<file path="config.mk">
export PLATFORM = sky130hd
export DESIGN_NAME = mag_rr_sched_flat
export DESIGN_NICKNAME = d
export VERILOG_FILES = /design/src/rtl/mag_rr_sched_if.sv /design/src/rtl/mag_rr_sched.sv /design/src/flat_wrapper.sv
export SDC_FILE = /design/constraint.sdc
export NUM_CORES = 1
export LEC_CHECK = 0
export CORE_MARGIN = 8
export CORE_UTILIZATION = 30
export DETAILED_ROUTE_END_ITERATION = 8
export GPL_TIMING_DRIVEN = 0
export PLACE_DENSITY = 0.65
export SLEW_MARGIN = 5
export SYNTH_ARGS = -nofsm -noshare
export SYNTH_HDL_FRONTEND = slang
export SYNTH_SLANG_ARGS = --single-unit
export TNS_END_PERCENT = 1
</file>
<file path="constraint.sdc">
create_clock -name clk -period 1.9 [get_ports clk]
set_input_delay 0.38 -clock clk [delete_from_list [all_inputs] [get_ports clk]]
set_output_delay 0.38 -clock clk [all_outputs]
set_load 0.05 [all_outputs]
</file>
<file path="src/rtl/mag_rr_sched_if.sv">
// Bundle of the job, engine and response channels around mag_rr_sched.
//
// Handshake rule for the job (reqN_*) and response (rsp_*) channels:
// a transfer happens on a rising clk edge where valid and ready are both 1.
// Once the source raises valid it holds valid and the payload stable until
// that transfer. Ready may depend combinationally on valid. The engine
// channel is not a handshake: eng_start, eng_abort and eng_done are
// single-cycle pulses.
interface mag_rr_sched_if #(
  parameter int W = 8
);
  logic         req0_valid;
  logic         req0_ready;
  logic [W-1:0] req0_x;
  logic [W-1:0] req0_y;
  logic         req1_valid;
  logic         req1_ready;
  logic [W-1:0] req1_x;
  logic [W-1:0] req1_y;
  logic         eng_start;
  logic [W-1:0] eng_x;
  logic [W-1:0] eng_y;
  logic         eng_abort;
  logic         eng_done;
  logic [W-1:0] eng_r;
  logic         rsp_valid;
  logic         rsp_ready;
  logic         rsp_id;
  logic [W-1:0] rsp_r;
  logic         rsp_err;

  // Scheduler side
  modport slave (
    input  req0_valid, req0_x, req0_y, req1_valid, req1_x, req1_y,
    input  eng_done, eng_r, rsp_ready,
    output req0_ready, req1_ready, eng_start, eng_x, eng_y, eng_abort,
    output rsp_valid, rsp_id, rsp_r, rsp_err
  );

  // Requester / engine / consumer side
  modport master (
    output req0_valid, req0_x, req0_y, req1_valid, req1_x, req1_y,
    output eng_done, eng_r, rsp_ready,
    input  req0_ready, req1_ready, eng_start, eng_x, eng_y, eng_abort,
    input  rsp_valid, rsp_id, rsp_r, rsp_err
  );
endinterface

</file>
<file path="src/rtl/mag_rr_sched.sv">
// Round-robin scheduler sharing one multi-cycle magnitude engine between
// two requesters. A job is accepted in IDLE, launched with a one-cycle
// start pulse in ISSUE, guarded by a watchdog in WAIT and returned tagged
// with its requester ID in RESP. ena low freezes every register.
module mag_rr_sched #(
  parameter int TIMEOUT = 32,
  parameter int W       = 8
) (
  input  logic         clk,
  input  logic         rst_n,
  input  logic         ena,
  mag_rr_sched_if.slave bus,
  output logic         busy,
  output logic [1:0]   dbg_state
);

  typedef enum logic [1:0] {
    S_IDLE  = 2'd0,
    S_ISSUE = 2'd1,
    S_WAIT  = 2'd2,
    S_RESP  = 2'd3
  } state_t;

  state_t       r_state;
  state_t       w_next;
  logic         r_last_grant;
  logic [7:0]   r_wdog;
  logic [W-1:0] r_eng_x;
  logic [W-1:0] r_eng_y;
  logic         r_id;
  logic [W-1:0] r_rsp_r;
  logic         r_rsp_err;
  logic         w_grant_vld;
  logic         w_grant_id;
  logic         w_wdog_exp;

  // Grant: a lone requester wins; on contention the one not served last wins
  always_comb begin
    w_grant_vld = bus.req0_valid | bus.req1_valid;
    if (bus.req0_valid & bus.req1_valid) w_grant_id = ~r_last_grant;
    else                                 w_grant_id = bus.req1_valid;
  end

  assign w_wdog_exp = (r_wdog == 8'(TIMEOUT - 1));

  // State register; ena low holds the state so pending pulses are deferred
  always_ff @(posedge clk or negedge rst_n) begin
    if (!rst_n)   r_state <= S_IDLE;
    else if (ena) r_state <= w_next;
  end

  // Next-state logic; only takes effect in enabled cycles
  always_comb begin
    w_next = r_state;
    case (r_state)
      S_IDLE:  if (w_grant_vld) w_next = S_ISSUE;
      S_ISSUE: w_next = S_WAIT;
      S_WAIT:  if (bus.eng_done || w_wdog_exp) w_next = S_RESP;
      S_RESP:  if (bus.rsp_ready) w_next = S_IDLE;
      default: w_next = S_IDLE;
    endcase
  end

  // FSM outputs; pulses and ready are masked while ena is low
  always_comb begin
    bus.req0_ready = ena & (r_state == S_IDLE) & w_grant_vld & ~w_grant_id;
    bus.req1_ready = ena & (r_state == S_IDLE) & w_grant_vld &  w_grant_id;
    bus.eng_start  = ena & (r_state == S_ISSUE);
    // done wins over a watchdog expiry in the same cycle
    bus.eng_abort  = ena & (r_state == S_WAIT) & ~bus.eng_done & w_wdog_exp;
    bus.rsp_valid  = (r_state == S_RESP);
    busy           = (r_state != S_IDLE);
    dbg_state      = r_state;
  end

  // Job datapath: operand capture, watchdog and result capture
  always_ff @(posedge clk or negedge rst_n) begin
    if (!rst_n) begin
      r_last_grant <= 1'b1;
      r_wdog       <= 8'd0;
      r_eng_x      <= '0;
      r_eng_y      <= '0;
      r_id         <= 1'b0;
      r_rsp_r      <= '0;
      r_rsp_err    <= 1'b0;
    end else if (ena) begin
      case (r_state)
        S_IDLE: begin
          if (w_grant_vld) begin
            r_eng_x      <= w_grant_id ? bus.req1_x : bus.req0_x;
            r_eng_y      <= w_grant_id ? bus.req1_y : bus.req0_y;
            r_id         <= w_grant_id;
            r_last_grant <= w_grant_id;
          end
        end
        S_ISSUE: r_wdog <= 8'd0;
        S_WAIT: begin
          r_wdog <= r_wdog + 8'd1;
          if (bus.eng_done) begin
            r_rsp_r   <= bus.eng_r;
            r_rsp_err <= 1'b0;
          end else if (w_wdog_exp) begin
            r_rsp_r   <= '0;
            r_rsp_err <= 1'b1;
          end
        end
        default: ;
      endcase
    end
  end

  assign bus.eng_x   = r_eng_x;
  assign bus.eng_y   = r_eng_y;
  assign bus.rsp_id  = r_id;
  assign bus.rsp_r   = r_rsp_r;
  assign bus.rsp_err = r_rsp_err;

endmodule

</file>
<file path="src/flat_wrapper.sv">
// flat-port wrapper written by rule: the top's interface ports become plain ports
module mag_rr_sched_flat 
#(
  parameter int TIMEOUT = 32,
  parameter int W       = 8
)
  (clk, rst_n, ena, busy, dbg_state, bus_req0_valid, bus_req0_x, bus_req0_y, bus_req1_valid, bus_req1_x, bus_req1_y, bus_eng_done, bus_eng_r, bus_rsp_ready, bus_req0_ready, bus_req1_ready, bus_eng_start, bus_eng_x, bus_eng_y, bus_eng_abort, bus_rsp_valid, bus_rsp_id, bus_rsp_r, bus_rsp_err);
  mag_rr_sched_if #(.W(W)) bus_i ();
  input  logic clk;
  input  logic rst_n;
  input  logic ena;
  output logic busy;
  output logic [1:0] dbg_state;
  input wire logic [$bits(bus_i.req0_valid)-1:0] bus_req0_valid;
  input wire logic [$bits(bus_i.req0_x)-1:0] bus_req0_x;
  input wire logic [$bits(bus_i.req0_y)-1:0] bus_req0_y;
  input wire logic [$bits(bus_i.req1_valid)-1:0] bus_req1_valid;
  input wire logic [$bits(bus_i.req1_x)-1:0] bus_req1_x;
  input wire logic [$bits(bus_i.req1_y)-1:0] bus_req1_y;
  input wire logic [$bits(bus_i.eng_done)-1:0] bus_eng_done;
  input wire logic [$bits(bus_i.eng_r)-1:0] bus_eng_r;
  input wire logic [$bits(bus_i.rsp_ready)-1:0] bus_rsp_ready;
  output wire logic [$bits(bus_i.req0_ready)-1:0] bus_req0_ready;
  output wire logic [$bits(bus_i.req1_ready)-1:0] bus_req1_ready;
  output wire logic [$bits(bus_i.eng_start)-1:0] bus_eng_start;
  output wire logic [$bits(bus_i.eng_x)-1:0] bus_eng_x;
  output wire logic [$bits(bus_i.eng_y)-1:0] bus_eng_y;
  output wire logic [$bits(bus_i.eng_abort)-1:0] bus_eng_abort;
  output wire logic [$bits(bus_i.rsp_valid)-1:0] bus_rsp_valid;
  output wire logic [$bits(bus_i.rsp_id)-1:0] bus_rsp_id;
  output wire logic [$bits(bus_i.rsp_r)-1:0] bus_rsp_r;
  output wire logic [$bits(bus_i.rsp_err)-1:0] bus_rsp_err;
  assign bus_i.req0_valid = bus_req0_valid;
  assign bus_i.req0_x = bus_req0_x;
  assign bus_i.req0_y = bus_req0_y;
  assign bus_i.req1_valid = bus_req1_valid;
  assign bus_i.req1_x = bus_req1_x;
  assign bus_i.req1_y = bus_req1_y;
  assign bus_i.eng_done = bus_eng_done;
  assign bus_i.eng_r = bus_eng_r;
  assign bus_i.rsp_ready = bus_rsp_ready;
  assign bus_req0_ready = bus_i.req0_ready;
  assign bus_req1_ready = bus_i.req1_ready;
  assign bus_eng_start = bus_i.eng_start;
  assign bus_eng_x = bus_i.eng_x;
  assign bus_eng_y = bus_i.eng_y;
  assign bus_eng_abort = bus_i.eng_abort;
  assign bus_rsp_valid = bus_i.rsp_valid;
  assign bus_rsp_id = bus_i.rsp_id;
  assign bus_rsp_r = bus_i.rsp_r;
  assign bus_rsp_err = bus_i.rsp_err;
  mag_rr_sched #(.TIMEOUT(TIMEOUT), .W(W)) u_core (.clk(clk), .rst_n(rst_n), .ena(ena), .bus(bus_i), .busy(busy), .dbg_state(dbg_state));
endmodule
</file>
Yosys cells after proc, flatten, opt, wreduce, memory -nomap -nowiden --
Index checks and enable logic that the tools add are counted.
Word-level totals: logic and storage cells 50, bits in registers 37
Operators by class: add/sub/neg operators 1, bitwise gates (word level) 13, muxes and demuxes 12, equality and inequality tests 7, reduce and logical (&&, ||, !) cells 9
Operator list (count):
- 2-to-1 mux 8 bit | 4
- one-hot mux 8 bit (2 select lines) | 1
- bitwise AND 1 bit | 9
- adder 8 x 1 -> 8 bit (second input constant) | 1
- equality test 8 x 5 -> 1 bit (second input constant) | 1
- one-hot mux 2 bit (4 select lines) | 1
- 2-to-1 mux 2 bit | 3
- AND reduction 3 bit | 2
- nonzero test 2 bit | 3
- equality test 2 bit (second input constant) | 2
- inequality test 2 x 1 -> 1 bit (second input constant) | 2
- AND reduction 4 bit | 1
- 2-to-1 mux 1 bit | 3
- NOT 1 bit | 3
- equality test 2 x 1 -> 1 bit (second input constant) | 1
- logical NOT 2 bit | 1
- inequality test 2 bit (second input constant) | 1
- AND reduction 2 bit | 1
- logical OR 1 bit | 1
- OR 1 bit | 1

Depth between registers and ports, before layout --
Gate-level depths: netlist of the first run.
depth in word-level cells 4, depth in mapped cells 6

Worst setup path before layout of the first run --
No wires, ideal clock.
kind register to output, from register u_core.r_state[0], in the netlist u_core.dbg_state[0], to output bus_eng_abort, path slack -0.556 ns, stages on the path, launching flop included 6, data arrival time 2.076 ns, path buffers 1, cell sequence dfrtp_1 -> inv_1 -> ha_1 -> clkbuf_1 -> nand4_1 -> nor2_1
Between the ends: longest elaborated chain between the ends 4
Ends and longest elaborated chain:
- from (decl) | RTL line mag_rr_sched.sv:24 | state_t r_state;
- from (signal assigned) | RTL line mag_rr_sched.sv:49 | else if (ena) r_state <= w_next;
- equality test 2 bit | RTL line mag_rr_sched.sv:70 | bus.eng_abort = ena & (r_state == S_WAIT) & ~bus.eng_done & w_wdog_exp;
- bitwise AND 1 bit (3 in series) | RTL line mag_rr_sched.sv:70
- to (decl) | RTL line flat_wrapper.sv:28 | output wire logic [$bits(bus_i.eng_abort)-1:0] bus_eng_abort;
No other way between the ends.

Final worst setup path of the first run --
from register u_core.r_wdog[1], to output bus_eng_abort
Between the ends: longest elaborated chain between the ends 2
Ends and longest elaborated chain:
- from (decl) | RTL line mag_rr_sched.sv:27 | logic [7:0] r_wdog;
- from (signal assigned) | RTL line mag_rr_sched.sv:98 | r_wdog <= r_wdog + 8'd1;
- equality test 8 x 5 -> 1 bit | RTL line mag_rr_sched.sv:44 | assign w_wdog_exp = (r_wdog == 8'(TIMEOUT - 1));
- bitwise AND 1 bit | RTL line mag_rr_sched.sv:70
No other way between the ends.

==> results_dict.tcl, run 1 <==
set metrics [dict create \
    status "complete, but fails checks" \
    failed_checks "negative setup slack" \
    cp-end-kind "output pin" \
    numCtsBuffers 5 \
    wl_met1_um 2530 \
    wirelength_um 5410 \
    cts-root-buf "clkbuf_8" \
    synth_top_area_share_pct 48.9 \
    total_power_mw 4.84 \
    num_rows 28 \
    clock_path_buffers 2 \
    final_core_util_pct 51.5 \
    clk_latency_ns 0.29 \
    port_buffers 80 \
    r2r_cells 5 \
    start_kind "register" \
    fin_hold_ws_ns 0.478 \
    p_comb_share_pct 58.6 \
    io_pins 81 \
    power_density_nw_per_um2 1590 \
    fmax_mhz 505 \
    syn-cell-area_um2 1840 \
    drive_gt1_share_pct 15.2 \
    postRouteAntennaNets 0 \
    postSynthCellCount 173 \
    grt_max_degree 30 \
    period_minus_slack_ns 1.98 \
    grt.total_usage_pct 12.3 \
    hold_class "in2async" \
    antenna_cells 0 \
    vias 1693 \
    ys_top_cells_by_area "dfrtp_1 (49%), a221o_1 (8.7%), and2_1 (5.8%), ha_1 (4.1%), o21ai_0 (4.1%)" \
    avgSynthCellArea_um2 10.6 \
    clk_pin_slew_worst_paths_ns 0.08 \
    tightest_slew_ns 0.523 \
    drv_cap 0 \
    gp_congestion 0.770 \
    maxSlewViolCount 0 \
    switching_share_pct 46.0 \
    antenna_found_initial 0 \
    slowest_delay_ns 0.41 \
    post_dp_cell_area_um2 2760 \
    maxSlewHeadroom_pct 65.1 \
    cts_tree "built" \
    coreArea_um2 5920 \
    asyncSetResetFlopFracSynth_pct 100 \
    power.internal_mw 2.61 \
    synthDistinctLibCells 33 \
    final_cell_area_um2 3050 \
    dp_hpwl_um 4010 \
    rsz0062_at_grt "true" \
    switchingPower_mw 2.22 \
    critPathMaxFanout 4 \
    ys_seq_area_share_pct 50.3 \
    viasPerCell 4.92 \
    highest_layer "met4" \
    grt_pass1_wl_um 8870 \
    cpLargestDelayFamily "simple AND/OR/NAND/NOR gates" \
    clkPwrFrac_pct 14.4 \
    synth_fp_nets 226 \
    cellLeakagePower_nw 1.36 \
    fp.dieW_um 94.4 \
    clock_sinks 37 \
    setup_ws_ns -0.0784 \
    yosysTopAreaCell "dfrtp_1" \
    htree_num_levels 2 \
    setup_viol 2 \
    ys_ff_latch 37 \
    route.met2.wl_um 2480 \
    worstPathCellList "ha_4, and4bb_2, nand4_1, nor2_4, buf_8" \
    die_y_um 94.4 \
    drtPass1Iterations 4 \
    worst-setup-path-type "reg2out" \
    critical_path_depth 5 \
    fin_crit_sh_pct 104 \
    drt_first_iter_violations 90 \
    synth_edf_count 0 \
    ff2ff_setup_slack_ns 0.18 \
    post-route-drc-count 0 \
    power_frac_seq_pct 27.0 \
    finClkSkew_ns 0.00692 \
    nets 321 \
    synth-main-ff-cell "dfrtp_1" \
    wl_met3_um 361 \
    grt_overflow 0 \
    cp.required_ns 1.52 \
    fp.dieArea_um2 8900 \
    start_util_pct 31.1 \
    wl_per_cell_um 15.7 \
    finalHoldViolCount 0 \
    ys_warn_count 0 \
    slowest_stage "dfrtp_1" \
    arrival_ns 1.60 \
    syn2layout_area_growth_pct 65.6 \
    critPathBufInv 1 \
    first_global_vias 1767 \
    ir_worst_vdd_uv 852 \
]
## worst register-to-register path: stages, from the launching register on
cell and delay, ns:
dfrtp_2 0.45, inv_4 0.10, ha_4 0.17, or3b_1 0.43
and3_1 0.20, o221a_2 0.26
## worst paths after layout
check | to | startpoint
setup / recovery | bus_eng_abort | u_core.r_wdog[1]
hold / removal | u_core.bus.eng_x[6] | rst_n
min in group clk | u_core.bus.rsp_id | u_core.bus.rsp_id
setup reg to reg | u_core.dbg_state[0] | u_core.dbg_state[0]
max in group asynchronous | u_core.r_last_grant | rst_n
hold reg to reg | u_core.bus.rsp_id | u_core.bus.rsp_id
## per-layer routing
metal / track usage (%) / vias up
li1: - / 829
met1: 16.2 / 810
met2: 19.1 / 49
met3: 4.37 / 5
met4: 2.77 / 0
met5: 0 / -
## registers in the layout, summed over array words and instances (netlist names)
signal	count
u_core.bus.eng_y	8
u_core.bus.eng_x	8
u_core.dbg_state	2
u_core.r_wdog	8
u_core.r_last_grant	1
u_core.bus.rsp_err	1
u_core.bus.rsp_r	8
u_core.bus.rsp_id	1
## placed cells by master (no fill, tap or decap), drive strengths merged, types with 6 or more instances in the layout
cell type       n
clkdlybuf4s50  57
dfrtp          36
and2           17
a221o          16
buf            16
o21ai          15
inv            14
dlymetal6s2s   11
nand2           9
a22oi           8
clkbuf          8
a21oi           6
dlygate4sd2     6
ha              6
## power groups by stage
stage | registers, mW | clock network, mW | logic, mW
floorplan | 2.19 | 0 | 0.893
global placement | 1.29 | 0 | 2.69
detailed placement | 1.29 | 0 | 2.72
CTS | 1.30 | 0.719 | 2.78
global route | 1.35 | 0.751 | 3.03
finish | 1.31 | 0.696 | 2.83
## logic make-up (layout without fill, tap and decap cells)
| family | count (synthesis) | after routing | share of synthesized area, % |
|---|---|---|---|
| compound gates | 56 | 56 | 23.2 |
| fa+ha+maj | 6 | 6 | 4.08 |
| flops | 37 | 37 | 50.3 |
| buf+inv | 21 | 117 | 5.50 |
| simple gates | 53 | 53 | 16.8 |
## cells in the mapped netlist (2+ instances only)
| cell | number |
|---|---|
| a21oi_1 | 6 |
| o211ai_1 | 2 |
| o21ai_0 | 15 |
| a22oi_1 | 8 |
| ha_1 | 6 |
| nand2b_1 | 2 |
| and2_1 | 17 |
| nand3_1 | 4 |
| or3_1 | 3 |
| a221o_1 | 16 |
| dfrtp_1 | 36 |
| nand4_1 | 5 |
| buf_6 | 2 |
| or4_1 | 2 |
| and3_1 | 3 |
| buf_4 | 2 |
| nor2_1 | 3 |
| nand2_1 | 9 |
| clkbuf_1 | 3 |
| inv_1 | 14 |
| a21o_1 | 3 |
## cell type report
type                    instances  area (µm²)
fillers                       556        2870
clock buffers                   6        72.6
repair buffers                 90         927
flip-flops and latches         37         930
multi-input cells             115         880
clock inverters                 2        38.8
inverters                      14        57.6
plain buffers                   5        50.0
well taps                      75        93.8
## timing repair
item,in CTS,in global routing
hold buffers,1,0
gates resized for setup,44,24
gates cloned,0,0
endpoints found under the hold margin,8,0
pin swaps,1,5
setup endpoints to repair,14,15
buffers inserted,1,7
## through the flow
| stage | setup slack [ns] | std cells | TNS [ns] |
|---|---|---|---|
| CTS | -0.186 | 339 | -0.526 |
| global placement | -1.13 | 328 | -23.31 |
| floorplan | -0.0210 | 173 | -0.0210 |
| detailed placement | -1.11 | 329 | -5.15 |
| finish | -0.0784 | 344 | -0.139 |
| global route | -0.141 | 344 | -0.311 |
Power figures use the tool's default switching activity.
==> run 2: changes to the inputs <==
--- a/config.mk
+++ b/config.mk
@@ -9,6 +9,7 @@
 export CORE_UTILIZATION = 30
 export DETAILED_ROUTE_END_ITERATION = 8
 export GPL_TIMING_DRIVEN = 0
+export HOLD_SLACK_MARGIN = 0.03
 export PLACE_DENSITY = 0.65
 export SLEW_MARGIN = 5
 export SYNTH_ARGS = -nofsm -noshare
==> results of run 2 <==
The final DEF is identical to that of run 1; final timing and power are the same.
